===== src/rtl/tx_frame_scheduler.sv =====
// tx_frame_scheduler: owns the single UART transmitter. Command bytes from the
// command reader and ring-buffer frame dumps share it. A dump sends a header
// byte and then, for every sample slot, each channel's sample as a high byte
// followed by a low byte.
//
// Handshake semantics (all single-cycle pulses, registered):
//   cmd_req/cmd_byte : request held high by the reader until cmd_ack pulses;
//                      cmd_ack pulses in the same cycle tx_en carries cmd_byte.
//   tx_ready/tx_en   : tx_en pulses only if tx_ready was high when the decision
//                      was made and tx_en was not high in the previous cycle,
//                      so consecutive tx_en pulses are at least 2 cycles apart.
//   dump_start       : accepted only while dump_busy is low; one dump can be
//                      pending behind a command byte.
module tx_frame_scheduler #(
  parameter int          NUM_CH    = 2,
  parameter int          SAMPLE_W  = 10,
  parameter int          FRAME_LEN = 256,
  parameter int          RD_LAT    = 2,
  parameter logic [7:0]  HDR_BYTE  = 8'hA5
) (
  input  logic                   clk,
  input  logic                   reset_b,
  input  logic                   dump_start,
  output logic                   dump_busy,
  output logic                   dump_done,
  output logic [NUM_CH-1:0]      send_frame,
  input  logic [NUM_CH*32-1:0]   ch_data,
  input  logic                   cmd_req,
  input  logic [7:0]             cmd_byte,
  output logic                   cmd_ack,
  input  logic                   tx_ready,
  output logic                   tx_en,
  output logic [7:0]             tx_byte,
  output logic [3:0]             dbg_state
);

  localparam int CH_W   = (NUM_CH > 1) ? $clog2(NUM_CH) : 1;
  localparam int IDX_W  = (FRAME_LEN > 1) ? $clog2(FRAME_LEN) : 1;
  localparam int WAIT_W = $clog2(RD_LAT + 1);

  typedef enum logic [3:0] {
    S_IDLE    = 4'd0,
    S_CMD     = 4'd1,
    S_HDR     = 4'd2,
    S_STROBE  = 4'd3,
    S_WAIT_RD = 4'd4,
    S_SEND_HI = 4'd5,
    S_SEND_LO = 4'd6,
    S_ADV     = 4'd7,
    S_DONE    = 4'd8
  } state_t;

  state_t              r_state;
  state_t              w_state_nxt;
  logic                r_pending;
  logic                r_tx_en;
  logic [7:0]          r_tx_byte;
  logic                r_cmd_ack;
  logic [CH_W-1:0]     r_ch;
  logic [IDX_W-1:0]    r_idx;
  logic [WAIT_W-1:0]   r_wait;
  logic [SAMPLE_W-1:0] r_sample;

  logic                w_can_tx;
  logic                w_tx_fire;
  logic [7:0]          w_tx_byte_nxt;
  logic                w_cmd_grant;
  logic                w_latch;
  logic                w_dump_active;
  logic                w_dump_accept;
  logic                w_last_ch;
  logic                w_last_idx;
  logic                w_rd_ready;
  logic [SAMPLE_W-1:0] w_ch_sample;
  logic [7:0]          w_hi_byte;
  logic [7:0]          w_lo_byte;
  logic                w_unused_ch;

  // The cycle after a tx_en the UART's tx_ready is not trusted.
  assign w_can_tx      = tx_ready & ~r_tx_en;
  assign w_dump_active = (r_state == S_HDR) || (r_state == S_STROBE) ||
                         (r_state == S_WAIT_RD) || (r_state == S_SEND_HI) ||
                         (r_state == S_SEND_LO) || (r_state == S_ADV);
  assign dump_busy     = r_pending | w_dump_active;
  assign w_dump_accept = dump_start & ~dump_busy;
  assign w_last_ch     = (r_ch == CH_W'(NUM_CH - 1));
  assign w_last_idx    = (r_idx == IDX_W'(FRAME_LEN - 1));
  assign w_rd_ready    = (r_wait == WAIT_W'(RD_LAT - 1));
  assign w_hi_byte     = 8'(r_sample >> 8);
  assign w_lo_byte     = 8'(r_sample);
  assign w_unused_ch   = ^ch_data;

  assign send_frame = (r_state == S_STROBE) ? (NUM_CH'(1) << r_ch) : '0;
  assign dump_done  = (r_state == S_DONE);
  assign tx_en      = r_tx_en;
  assign tx_byte    = r_tx_byte;
  assign cmd_ack    = r_cmd_ack;
  assign dbg_state  = r_state;

  // Select the sample bits of the channel currently being read.
  always_comb begin
    w_ch_sample = '0;
    for (int c = 0; c < NUM_CH; c++) begin
      if (r_ch == CH_W'(c)) w_ch_sample = ch_data[32*c +: SAMPLE_W];
    end
  end

  // Next-state and transmit decision.
  always_comb begin
    w_state_nxt   = r_state;
    w_tx_fire     = 1'b0;
    w_tx_byte_nxt = r_tx_byte;
    w_cmd_grant   = 1'b0;
    w_latch       = 1'b0;
    case (r_state)
      S_IDLE: begin
        if (cmd_req) begin
          if (w_can_tx) begin
            w_tx_fire     = 1'b1;
            w_tx_byte_nxt = cmd_byte;
            w_cmd_grant   = 1'b1;
            w_state_nxt   = S_CMD;
          end
        end else if (r_pending) begin
          w_state_nxt = S_HDR;
        end
      end
      S_CMD: w_state_nxt = S_IDLE;
      S_HDR: begin
        if (w_can_tx) begin
          w_tx_fire     = 1'b1;
          w_tx_byte_nxt = HDR_BYTE;
          w_state_nxt   = S_STROBE;
        end
      end
      S_STROBE: w_state_nxt = S_WAIT_RD;
      S_WAIT_RD: begin
        if (w_rd_ready) begin
          w_latch     = 1'b1;
          w_state_nxt = S_SEND_HI;
        end
      end
      S_SEND_HI: begin
        if (w_can_tx) begin
          w_tx_fire     = 1'b1;
          w_tx_byte_nxt = w_hi_byte;
          w_state_nxt   = S_SEND_LO;
        end
      end
      S_SEND_LO: begin
        if (w_can_tx) begin
          w_tx_fire     = 1'b1;
          w_tx_byte_nxt = w_lo_byte;
          w_state_nxt   = S_ADV;
        end
      end
      S_ADV:   w_state_nxt = (w_last_ch && w_last_idx) ? S_DONE : S_STROBE;
      S_DONE:  w_state_nxt = S_IDLE;
      default: w_state_nxt = S_IDLE;
    endcase
  end

  // State, transmit registers and the single pending-dump flag.
  always_ff @(posedge clk) begin
    if (!reset_b) begin
      r_state   <= S_IDLE;
      r_pending <= 1'b0;
      r_tx_en   <= 1'b0;
      r_tx_byte <= 8'h00;
      r_cmd_ack <= 1'b0;
    end else begin
      r_state   <= w_state_nxt;
      r_tx_en   <= w_tx_fire;
      r_cmd_ack <= w_cmd_grant;
      if (w_tx_fire) r_tx_byte <= w_tx_byte_nxt;
      if (w_dump_accept) begin
        r_pending <= 1'b1;
      end else if ((r_state == S_IDLE) && (w_state_nxt == S_HDR)) begin
        r_pending <= 1'b0;
      end
    end
  end

  // Sample/channel counters, read-latency timer and sample latch.
  always_ff @(posedge clk) begin
    if (!reset_b) begin
      r_ch     <= '0;
      r_idx    <= '0;
      r_wait   <= '0;
      r_sample <= '0;
    end else begin
      case (r_state)
        S_HDR: begin
          r_ch  <= '0;
          r_idx <= '0;
        end
        S_STROBE: r_wait <= '0;
        S_WAIT_RD: begin
          if (w_latch) r_sample <= w_ch_sample;
          else         r_wait   <= r_wait + WAIT_W'(1);
        end
        S_ADV: begin
          if (w_last_ch) begin
            r_ch  <= '0;
            r_idx <= r_idx + IDX_W'(1);
          end else begin
            r_ch  <= r_ch + CH_W'(1);
          end
        end
        default: ;
      endcase
    end
  end

endmodule


===== config.mk =====
export PLATFORM = sky130hd
export DESIGN_NAME = tx_frame_scheduler
export DESIGN_NICKNAME = d
export VERILOG_FILES = /design/src/rtl/tx_frame_scheduler.sv
export SDC_FILE = /design/constraint.sdc
export NUM_CORES = 1
export LEC_CHECK = 0
export BUFFER_PORTS_ARGS = -buffer_cell sky130_fd_sc_hd__buf_4
export CORE_ASPECT_RATIO = 0.7
export CORE_MARGIN = 2
export CORE_UTILIZATION = 45
export DETAILED_ROUTE_END_ITERATION = 7
export PLACE_DENSITY = 0.78
export SKIP_LAST_GASP = 1
export SYNTH_ARGS = -nofsm -noshare
export SYNTH_HDL_FRONTEND = slang
export SYNTH_SLANG_ARGS = --single-unit
export TNS_END_PERCENT = 30

===== constraint.sdc =====
create_clock -name clk -period 3.8 [get_ports clk]
set_clock_uncertainty 0.15 [all_clocks]
set_input_delay 0.57 -clock clk [delete_from_list [all_inputs] [get_ports clk]]
set_output_delay 0.57 -clock clk [all_outputs]
set_load 0.03 [all_outputs]

* Yosys cells after proc, flatten, opt, wreduce, memory -nomap -nowiden
Index checks and enable logic that the tools add are counted.
** Storage, ports and cells
- Register bits :: 36
- Input port bits :: 77
- Output and inout bits :: 18
- Logic and storage cells :: 83
** Cells by class
- $add $sub $neg :: 3
- Equality and inequality tests :: 17
- Shift-type cells :: 1
- Multiplexer cells :: 30
- Bitwise gates (word level) :: 5
- Reductions and logical operators :: 18
** Operators with widths (number)
- $mux 8 :: 6
- $mux 4 :: 8
- $pmux 8 s4 :: 1
- $pmux 4 s7 :: 1
- $eq 4x3->1 const B :: 4
- $pmux 8 s2 :: 1
- $ne 2x2->1 const B :: 7
- $eq 4x2->1 const B :: 3
- $mux 10 :: 1
- $add 8x1->8 const B :: 1
- $eq 8x8->1 const B :: 1
- $reduce_and 2->1 :: 4
- $mux 1 :: 7
- $reduce_and 7->1 :: 1
- $reduce_bool 2->1 :: 3
- $logic_or 1x1->1 :: 5
- $eq 4x4->1 const B :: 1
- $logic_not 4->1 :: 1
- $mux 2 :: 2
- $pmux 1 s2 :: 2
- $pmux 2 s2 :: 1
- $reduce_bool 4->1 :: 1
- $reduce_or 3->1 :: 1
- $add 2x1->2 const B :: 1
- other kinds (7) :: 10

* Logic depth before layout (Yosys ltp)
Gate-level depths: netlist of the first run.
- Depth after elaboration :: 10
- Depth in mapped cells :: 6

* Worst setup path before layout of the first run
No wires, ideal clock.
- Path type :: register -> output
- Start point :: reg r_state[0] (netlist: dbg_state[0])
- End point :: out dump_done
- Arrival :: 1482 ps
- Slack :: 1598 ps
- Stages on the path, launching flop included :: 5
- Path buffers :: 2
- Cells stage by stage :: dfxtp_1 buf_4 clkbuf_1 nor3_1 and2_1
** Between the ends
- Longest elaborated chain between the ends :: 1
** RTL lines
- from (decl) :: line 53 : state_t r_state;
- from (signal assigned) :: line 172 : r_state <= w_state_nxt;
- $eq 4x4->1 :: line 94 : assign dump_done = (r_state == S_DONE);
- to (decl) :: line 25 : output logic dump_done,
Every way passes these cells.

* Worst setup path in the final report of the first run
- Start point :: reg r_state[0] (netlist: dbg_state[0])
- End point :: out send_frame[1]
** Between the ends
- Longest elaborated chain between the ends :: 2
** RTL lines
- $eq 4x2->1 :: line 93 : assign send_frame = (r_state == S_STROBE) ? (NUM_CH'(1) << r_ch) : '0;
- $mux 2 :: line 93
- to (decl) :: line 26 : output logic [NUM_CH-1:0] send_frame,
Every way passes these cells.

==> results.cfg, run 1 <==
[die]
core_area_mm2 = 0.00428
total_die_area_mm2 = 0.00496
placement_rows = 20
effective_utilization_at_floorplan_pct = 46.3
count_of_pins_on_the_block_boundary = 95
chipHeight_um = 59.5
die-width_um = 83.3

[clocking]
htreeDepth = 2
clkLatencyLatePin_ns = 0.29
cts_inserted_buffers = 5
tritoncts = yes
clock_sinks = 36
cts_root_buffer = sky130_fd_sc_hd__clkbuf_8
cts_max_path_buffers = 2
clk_pin_slew_worst_paths_ns = 0.07
cts.repair_timing.setup_buffer_count = 0
ctsHoldBuffers = 0
post_cts.resized_instances = 0

[placed_design]
numPortBuffers = 50
place_congestion = 0.841
detailed_place_hpwl_um = 3330
place_inst = 314

[status]
outcome = finished, final reports clean

[finish]
mostFrequentLayoutCell = sky130_fd_sc_hd__buf_4
insertedDiodeCount = 0
fin_nets = 345
share_of_layout_cells_above_drive_strength_1_pct = 25.8
layout.cells.most_common_list = 51 x sky130_fd_sc_hd__buf_4, 36 x sky130_fd_sc_hd__dfxtp_1, 28 x sky130_fd_sc_hd__nand2_1
stdcell_count = 322
syn2layout_area_growth_pct = 23.8

[worst_setup_path]
path_class = flip-flop to output pin
worst-path-max-fanout = 27
kind_of_cell_with_the_highest_combined_delay_on_the_critical_path = flip-flops
timing.critical_path.required_ns = 3.08
worst_setup_path_end_kind = output pin
cp_data_arrival_time_ns = 1.97
cp_num_buf_inv = 1
cp-start-kind = flip-flop
chain_of_cells_forming_the_critical_path = nand4bb_1, nor2_1, buf_4
cp_slowest_cell = sky130_fd_sc_hd__dfxtp_1
critical-path-max-stage-delay_ns = 0.97

[sta]
final-max-slew-violation-count = 0
finalHoldViolCount = 0
grt_setup_unrepaired = false
timing.final.crit_share_pct = 70.8
worst_slew_pin_slew_ns = 0.977
slew-limit-headroom_pct = 34.8
fin_tns_setup_ns = 0
finalCriticalPeriod_ns = 2.69
setup-violations-final = 0
timing.fmax_mhz = 372

[yosys]
synth_enable_flop_cells = 0
synth.yosys.warnings = 0
synth.cell_area_mm2 = 0.00198
postSynthAreaPerCell_um2 = 8.84
seq_area_frac_synth_pct = 36.4
ys_types = 57
synth_async_sr_flop_share_pct = 0
post_synthesis_instance_total = 224
synth-seq-cells = 36
yosys_most_used_dff = sky130_fd_sc_hd__dfxtp_1
synth_nets = 303

[global_routing]
grt_pass1_wl_um = 7600
grt_use_total_pct = 19.3
grt_pass1_vias = 1633
grt_remaining_overflow = 0
initial_antenna_violation_count = 0
grt_start_max_net_pins = 29

[min_path]
hold_class = flip-flop to flip-flop

[drt]
post_drt_wl_per_cell_um = 14.2
detail_route.drc_violations = 0
drt_first_iter_violations = 87
routed_via_density = 5.59
drtAntennaViolNets = 0
routed_wirelength_um = 4560
detail_route.first_pass.iterations = 4
via_count = 1801

[flow_run]
maxCapViolCount = 0

[power]
static-leakage-power_nw = 1.06
power.ir.vdd_worst_mv = 0.180
power.density_cell_area_mw_per_mm2 = 333
==> stage by stage <==
stage,hold slack [ns],total power [W],cell area (µm²),util [%],worst slack (ns)
floorplan,0.309,0.000483,1980,-,1.60
global placement,0.311,0.000535,2360,55.1,1.46
detailed placement,0.318,0.000538,2360,55.1,1.40
CTS,0.328,0.000821,2450,57.3,1.13
global route,0.351,0.000850,2450,57.3,0.938
finish,0.324,0.000816,2450,57.3,1.11
==> routing by layer <==
metal	wire [µm]	up-vias	share of wire (%)	track usage, %
met1	2340	838	51	26.7
met4	92	0	2.0	7.96
met3	257	11	5.6	5.15
met5	0	-	0	0
li1	-	898	-	-
met2	1870	54	41	28.7
==> synth_stat cells, types with 2 or more instances <==
library cell / instances / area share [%]
sky130_fd_sc_hd__or2_1: 2 / 0.63
sky130_fd_sc_hd__dfxtp_1: 36 / 36
sky130_fd_sc_hd__nor3_1: 2 / 0.51
sky130_fd_sc_hd__and3_1: 2 / 0.63
sky130_fd_sc_hd__nor2b_1: 3 / 0.95
sky130_fd_sc_hd__buf_2: 7 / 1.8
sky130_fd_sc_hd__clkbuf_1: 6 / 1.1
sky130_fd_sc_hd__nand2_1: 28 / 5.3
sky130_fd_sc_hd__o22ai_1: 6 / 1.9
sky130_fd_sc_hd__ha_1: 2 / 1.3
sky130_fd_sc_hd__o211a_1: 10 / 5.1
sky130_fd_sc_hd__a21oi_1: 6 / 1.5
sky130_fd_sc_hd__o31ai_1: 4 / 1.5
sky130_fd_sc_hd__nand2b_1: 5 / 1.6
sky130_fd_sc_hd__a31oi_1: 5 / 1.6
sky130_fd_sc_hd__o32ai_1: 3 / 1.3
sky130_fd_sc_hd__nand4_1: 2 / 0.63
sky130_fd_sc_hd__a22o_1: 4 / 1.8
sky130_fd_sc_hd__o2111ai_1: 2 / 0.88
sky130_fd_sc_hd__nor4_2: 2 / 1.3
sky130_fd_sc_hd__nor2_1: 17 / 3.2
sky130_fd_sc_hd__nand3_1: 2 / 0.51
sky130_fd_sc_hd__o21ai_0: 5 / 1.3
sky130_fd_sc_hd__mux2i_1: 14 / 7.1
sky130_fd_sc_hd__xor2_1: 3 / 1.3
sky130_fd_sc_hd__and2_1: 4 / 1.3
sky130_fd_sc_hd__xnor2_1: 4 / 1.8
sky130_fd_sc_hd__nor3b_1: 2 / 0.76
sky130_fd_sc_hd__inv_1: 8 / 1.5
==> power breakdown <==
part	total (W)	switching, W	internal [W]
Clock	0.000287	0.000139	0.000147
Combinational	0.000126	0.0000666	0.0000589
Sequential	0.000404	0.0000160	0.000388
Total	0.000816	0.000222	0.000594
==> worst reg2reg max path: stages (launching register included) <==
cell and delay (ns):
sky130_fd_sc_hd__dfxtp_1 0.94, sky130_fd_sc_hd__nand2b_1 0.34, sky130_fd_sc_hd__o31ai_2 0.58, sky130_fd_sc_hd__nor2_1 0.08, sky130_fd_sc_hd__a31o_1 0.23
==> state kept, by name, indices dropped and copies added, names as in the netlist <==
name / flops
r_wait: 2
r_idx: 8
tx_en: 1
cmd_ack: 1
r_ch: 1
dbg_state: 4
tx_byte: 8
r_sample: 10
r_pending: 1
==> path summary, 6_finish.rpt <==
check,slack [ns],from,cells after the start,to
min,0.32,tx_byte[0],2,tx_byte[0]
min reg2reg,0.32,tx_byte[0],2,tx_byte[0]
max,1.11,dbg_state[0],3,send_frame[1]
max reg2reg,1.37,dbg_state[1],4,r_idx[7]
==> logic make-up (layout without fill, tap and decap cells) <==
kind of cell	Yosys count	count (layout)	share of synthesized area, %
AND/OR/NAND/NOR	81	81	22.0
adder cells (fa/ha/maj)	2	2	1.26
multiplexers	14	14	7.07
XOR/XNOR	7	7	3.10
flip-flops	36	36	36.4
buffers and inverters	24	67	5.56
AO/OA/AOI/OAI	60	60	24.6
==> cell type report <==
type	instances	area [µm²]
Clock buffer	7	86.3
Clock inverter	1	7.51
Fill cell	392	1830
Inverter	8	30.0
Multi-Input combinational cell	164	1160
Sequential cell	36	721
Tap cell	55	68.8
Timing Repair Buffer	51	383
Power figures use the tool's default switching activity.
==> run 2: changes to the inputs <==
--- a/config.mk
+++ b/config.mk
@@ -5,12 +5,13 @@
 export SDC_FILE = /design/constraint.sdc
 export NUM_CORES = 1
 export LEC_CHECK = 0
+export ABC_AREA = 1
 export BUFFER_PORTS_ARGS = -buffer_cell sky130_fd_sc_hd__buf_4
 export CORE_ASPECT_RATIO = 0.7
 export CORE_MARGIN = 2
 export CORE_UTILIZATION = 45
 export DETAILED_ROUTE_END_ITERATION = 7
-export PLACE_DENSITY = 0.78
+export PLACE_DENSITY = 0.8
 export SKIP_LAST_GASP = 1
 export SYNTH_ARGS = -nofsm -noshare
 export SYNTH_HDL_FRONTEND = slang
==> constraint.sdc (replaced) <==
create_clock -name clk -period 2.8 [get_ports clk]
set_clock_uncertainty 0.15 [all_clocks]
set_input_delay 0.42 -clock clk [delete_from_list [all_inputs] [get_ports clk]]
set_output_delay 0.42 -clock clk [all_outputs]
set_load 0.03 [all_outputs]
==> run 2 against run 1 <==
Net effect:
- final cell count increased by 20%
- wire length is 0.37% higher
- setup slack worse by 0.49 ns
- power grew 55%
- die area fell by 6.6%
- clock power grew 32%
- sequential power increased by 40%
- sequential cell count unchanged
- area after synthesis decreased by 7.0%
- non-clock buffer count shrank 1
- utilization increased by 1.9 points
==> results.cfg, run 2 <==
[status]
outcome = finished, final reports clean

[drt]
drt_first_iter_violations = 175
via_count = 1967
routed_via_density = 5.08
detail_route.drc_violations = 0
post_drt_wl_per_cell_um = 11.8
detail_route.first_pass.iterations = 5
routed_wirelength_um = 4580
drtAntennaViolNets = 0

[finish]
insertedDiodeCount = 0
fin_nets = 413
filler_cell_count = 400
mostFrequentLayoutCell = sky130_fd_sc_hd__nand2_1
share_of_layout_cells_above_drive_strength_1_pct = 19.7
largest_register_ffs = 10
register_with_the_most_flip_flops = r_sample
register_area_um2 = 721
syn2layout_area_growth_pct = 26.0
layout.cells.most_common_list = 75 x sky130_fd_sc_hd__nand2_1, 50 x sky130_fd_sc_hd__buf_4, 39 x sky130_fd_sc_hd__nor2_1
multi_input_comb_area_um2 = 942

[sta]
final-max-slew-violation-count = 0
finalCriticalPeriod_ns = 2.18
layout_setup_ws_ns = 0.622
grt_setup_unrepaired = false
timing.final.crit_share_pct = 77.8
worst_slew_pin_slew_ns = 0.641
setup-violations-final = 0
timing.fmax_mhz = 459
fin_tns_setup_ns = 0
finalHoldViolCount = 0
slew-limit-headroom_pct = 57.1

[clocking]
clk_pin_slew_worst_paths_ns = 0.07
post_cts.resized_instances = 0
cts_max_path_buffers = 2
cts_root_buffer = sky130_fd_sc_hd__clkbuf_8
tritoncts = yes
cts.repair_timing.setup_buffer_count = 0
ctsHoldBuffers = 0
htreeDepth = 2
clock_sinks = 36
clkLatencyLatePin_ns = 0.29
cts_inserted_buffers = 5

[global_routing]
grt_pass1_wl_um = 7590
grt_use_total_pct = 21.5
grt_pass1_vias = 1690
initial_antenna_violation_count = 0
grt_remaining_overflow = 0
grt_start_max_net_pins = 25

[yosys]
synth-seq-cells = 36
synth_enable_flop_cells = 0
netlist_top_cells_area = sky130_fd_sc_hd__dfxtp_1 39%, sky130_fd_sc_hd__nand2_1 15%, sky130_fd_sc_hd__nor2_1 7.9%
yosys-top-cells-count = 75 x sky130_fd_sc_hd__nand2_1, 39 x sky130_fd_sc_hd__nor2_1, 36 x sky130_fd_sc_hd__dfxtp_1
post_synthesis_instance_total = 286
synth.yosys.warnings = 0
synth_async_sr_flop_share_pct = 0
ys_types = 23
portion_of_synthesized_cell_area_occupied_by_the_leading_cell_type_pct = 39.1
synth_nets = 365
yosys.area.top_type = sky130_fd_sc_hd__dfxtp_1
yosys.cell_count.top_type = sky130_fd_sc_hd__nand2_1
postSynthAreaPerCell_um2 = 6.44
synth.cell_area_mm2 = 0.00184
yosys_most_used_dff = sky130_fd_sc_hd__dfxtp_1
seq_area_frac_synth_pct = 39.1

[placed_design]
preCtsSetupSlack_ns = 0.870
numPortBuffers = 50
place_congestion = 0.846
detailed_place_hpwl_um = 3400

[worst_setup_path]
kind_of_cell_with_the_highest_combined_delay_on_the_critical_path = flip-flops
cp_slowest_cell = sky130_fd_sc_hd__dfxtp_1
worst-path-max-fanout = 14
chain_of_cells_forming_the_critical_path = inv_1, nor2_1, buf_4
critical-path-max-stage-delay_ns = 0.62
cp-start-kind = flip-flop
cp_data_arrival_time_ns = 1.61
worst_setup_path_end_kind = output pin
timing.critical_path.required_ns = 2.23
path_class = flip-flop to output pin
cp_num_buf_inv = 2

[power]
static-leakage-power_nw = 1.08
power.density_cell_area_mw_per_mm2 = 544
power.ir.vdd_worst_mv = 0.280

[die]
core_area_mm2 = 0.00392
total_die_area_mm2 = 0.00463
count_of_pins_on_the_block_boundary = 95
die-width_um = 80.5
placement_rows = 19
effective_utilization_at_floorplan_pct = 47.0
chipHeight_um = 57.5

[min_path]
hold_class = primary input to flip-flop

[flow_run]
maxCapViolCount = 0
[run 2: cell count changes in the layout (fill, tap and decap cells not counted), sizes merged, moves of 5 or more]
| cell | previous run | this run |
|---|---|---|
| mux2i | 14 | 0 |
| o31ai | 5 | 0 |
| inv | 8 | 33 |
| a31oi | 5 | 0 |
| o211a | 10 | 0 |
| nand2b | 7 | 0 |
| o21ai | 7 | 30 |
| a21oi | 6 | 20 |
| o22ai | 6 | 0 |
| nor2 | 17 | 43 |
| nand3 | 3 | 25 |
| nand2 | 28 | 78 |
[run 2: worst min-delay path, delay by kind of cell]
kind | cells | cell delay (ns)
AO/OA/AOI/OAI | 1 | 0.06
buffers and inverters | 1 | 0.11
AND/OR/NAND/NOR | 1 | 0.07
[run 2: through the flow]
| stage | power, W | area [µm²] | util, % | cells | hold slack [ns] |
|---|---|---|---|---|---|
| after floorplan | 0.000783 | 1840 | - | 286 | 0.270 |
| after global placement | 0.000883 | 2230 | 56.9 | 379 | 0.286 |
| after detailed placement | 0.000892 | 2230 | 56.9 | 379 | 0.291 |
| after CTS | 0.00127 | 2320 | 59.2 | 387 | 0.255 |
| after global routing | 0.00134 | 2320 | 59.2 | 387 | 0.254 |
| final | 0.00126 | 2320 | 59.2 | 387 | 0.261 |
[run 2: layer usage]
layer	global-route usage, %	vias up	share of wire [%]	wire length (µm)
met1	29.9	884	48	2210
met2	31.0	71	42	1920
met4	7.02	0	1.2	55
met5	0	-	0	0
li1	-	1006	-	-
met3	7.91	6	8.4	385
[run 2: cell families after synthesis]
logic type	after synthesis	synth area share, %
xor gates and xnor gates	1	0.476
buffers and inverters	43	9.71
AOI/OAI and AO/OA	50	13.6
adders and majority gates	2	1.36
DFF	36	39.1
and+or+nand+nor	154	35.7
[run 2: power by group]
group	internal, W	switching [W]
Sequential	0.000544	0.0000227
Clock	0.000201	0.000179
Combinational	0.000118	0.000198
Total	0.000863	0.000400
[run 2: cell type report]
type | count | share of cell area (%)
Tap cell | 52 | 2.80
Multi-Input combinational cell | 207 | 40.6
Inverter | 34 | 5.50
Clock buffer | 8 | 3.88
Sequential cell | 36 | 31.1
Timing Repair Buffer | 50 | 16.2
[run 2: final timing paths]
kind              cells past startpoint            end          from  slack, ns
setup reg to reg                      9     tx_byte[0]  dbg_state[1]       0.84
setup / recovery                      3  send_frame[1]          r_ch       0.62
hold / removal                        3      r_pending    dump_start       0.26
hold reg to reg                       2    r_sample[1]   r_sample[1]       0.30
==> run 3: changes to the inputs <==
--- a/config.mk
+++ b/config.mk
@@ -9,9 +9,9 @@
 export BUFFER_PORTS_ARGS = -buffer_cell sky130_fd_sc_hd__buf_4
 export CORE_ASPECT_RATIO = 0.7
 export CORE_MARGIN = 2
-export CORE_UTILIZATION = 45
+export CORE_UTILIZATION = 41
 export DETAILED_ROUTE_END_ITERATION = 7
-export PLACE_DENSITY = 0.8
+export PLACE_DENSITY = 0.76
 export SKIP_LAST_GASP = 1
 export SYNTH_ARGS = -nofsm -noshare
 export SYNTH_HDL_FRONTEND = slang
==> constraint.sdc (replaced) <==
create_clock -name clk -period 1.9 [get_ports clk]
set_clock_uncertainty 0.15 [all_clocks]
set_input_delay 0.285 -clock clk [delete_from_list [all_inputs] [get_ports clk]]
set_output_delay 0.285 -clock clk [all_outputs]
set_load 0.03 [all_outputs]
==> run 3 against run 2 <==
Net effect:
- power is 48% higher
- setup slack worse by 0.53 ns
- largest cell class unchanged
- sequential cell count stayed put
- worst hold slack worse by 0.13 ns
- critical path depth is 1 higher
- combinational power is 50% higher
==> results.cfg, run 3 (synthesis gave the netlist of run 2 again) <==
[status]
outcome = finished, final reports clean

[finish]
register_with_the_most_flip_flops = r_sample
fin_nets = 419
finish.utilization_pct = 55.0
layout.cells.most_common_list = 74 x sky130_fd_sc_hd__nand2_1, 56 x sky130_fd_sc_hd__buf_4, 39 x sky130_fd_sc_hd__nor2_1
share_of_layout_cells_above_drive_strength_1_pct = 22.0
insertedDiodeCount = 0
syn2layout_area_growth_pct = 29.2
largest_register_ffs = 10
stdcell_count = 396
mostFrequentLayoutCell = sky130_fd_sc_hd__nand2_1
post-route-cell-area_mm2 = 0.00238

[sta]
final-max-slew-violation-count = 0
finalCriticalPeriod_ns = 1.81
slew-limit-headroom_pct = 74.0
timing.final.crit_share_pct = 95.0
timing.fmax_mhz = 554
finalHoldViolCount = 0
worst_slew_pin_slew_ns = 0.389
setup-violations-final = 0
grt_setup_unrepaired = true

[clocking]
clock_sinks = 36
tritoncts = yes
cts_max_path_buffers = 2
cts.repair_timing.setup_buffer_count = 0
ctsHoldBuffers = 0
cts_inserted_buffers = 5
post_cts.resized_instances = 0
cts_root_buffer = sky130_fd_sc_hd__clkbuf_8
clk_pin_slew_worst_paths_ns = 0.07
clkLatencyLatePin_ns = 0.29
htreeDepth = 2

[worst_setup_path]
rr_worst_depth = 8
cp-start-kind = flip-flop
worst_setup_path_end_kind = output pin
path_class = flip-flop to output pin
crit-reg2reg-capture = r_idx[2]
cp_data_arrival_time_ns = 1.37
crit-reg2reg-launch = dbg_state[3]
worst-path-max-fanout = 4
worst-r2r-setup-slack_ns = 0.15
timing.critical_path.required_ns = 1.46

[drt]
drt_first_iter_violations = 81
detail_route.drc_violations = 0
post_drt_wl_per_cell_um = 11.3
drtAntennaViolNets = 0
routed_via_density = 4.78
via_count = 1892
routed_wirelength_um = 4480
detail_route.first_pass.iterations = 4

[placed_design]
detailed_place_hpwl_um = 3350
place_congestion = 0.898
numPortBuffers = 50
place_inst = 388
placed_area_mm2 = 0.00228

[min_path]
holdPathStages = 3
min_delay_worst_endpoint = r_pending
hold_class = primary input to flip-flop
hp-start = dump_start

[die]
die-width_um = 84.1
placement_rows = 20
count_of_pins_on_the_block_boundary = 95
chipHeight_um = 60.1
effective_utilization_at_floorplan_pct = 42.5
total_die_area_mm2 = 0.00505
core_area_mm2 = 0.00433

[power]
static-leakage-power_nw = 1.11
power_frac_clock_pct = 29.9
p_seq_share_pct = 44.6
power.ir.vdd_worst_mv = 0.546
net-switching-power_w = 0.000584
power_report.internal_total_w = 0.00129
power.density_cell_area_mw_per_mm2 = 786
switching_share_pct = 31.2
power.combinational.fraction_pct = 25.5

[global_routing]
grt_start_max_net_pins = 25
initial_antenna_violation_count = 0
grt_remaining_overflow = 0
grt_pass1_vias = 1606
grt_use_total_pct = 18.3
grt_pass1_wl_um = 7360

[flow_run]
maxCapViolCount = 0
-- run 3: how the worst max path moves through the flow --
stage,startpoint,to,depth (start not counted)
2_1_floorplan,dbg_state[3],dump_done,2
3_3_place_gp,dbg_state[1],r_idx[2],7
3_5_place_dp,dbg_state[1],tx_byte[1],9
4_1_cts,r_ch,send_frame[1],3
5_1_grt,dbg_state[3],send_frame[0],4
6_report,dbg_state[3],send_frame[1],4
-- run 3: layout make-up --
| class | count | area (µm²) |
|---|---|---|
| repair buffers | 56 | 420 |
| well taps | 55 | 68.8 |
| flip-flops and latches | 36 | 723 |
| inverters | 34 | 128 |
| clock buffers | 8 | 90.1 |
| fillers | 447 | 1950 |
| multi-input cells | 207 | 950 |
-- run 3: per-stage QoR --
step	setup TNS [ns]	hold WS, ns	total power, W	setup slack [ns]
finish	0	0.134	0.00187	0.0944
global route	-0.0245	0.141	0.00197	-0.0215
floorplan	0	0.270	0.00115	0.0461
global placement	0	0.284	0.00132	0.167
detailed placement	0	0.289	0.00132	0.129
CTS	0	0.126	0.00188	0.0949
-- run 3: worst max-delay path, cell delays in order (launching register included) --
cell and delay, ns:
sky130_fd_sc_hd__dfxtp_1 0.36, sky130_fd_sc_hd__nor2_1 0.20, sky130_fd_sc_hd__nand3_1 0.21, sky130_fd_sc_hd__nor2_1 0.14
sky130_fd_sc_hd__buf_4 0.17
-- run 3: metal layers --
| layer | global-route usage (%) | vias to the layer above | wire (µm) |
|---|---|---|---|
| met2 | 27.8 | 54 | 1870 |
| met3 | 4.83 | 5 | 304 |
| li1 | - | 1019 | - |
| met1 | 25.9 | 814 | 2260 |
| met5 | 0 | - | 0 |
| met4 | 4.84 | 0 | 43 |
-- run 3: power by group through the flow --
stage / clock [W] / sequential (W) / combinational (W)
6_report: 0.000559 / 0.000835 / 0.000476
5_1_grt: 0.000603 / 0.000840 / 0.000529
4_1_cts: 0.000575 / 0.000832 / 0.000474
3_5_place_dp: 0 / 0.000850 / 0.000472
3_3_place_gp: 0 / 0.000849 / 0.000467
2_1_floorplan: 0 / 0.000918 / 0.000236
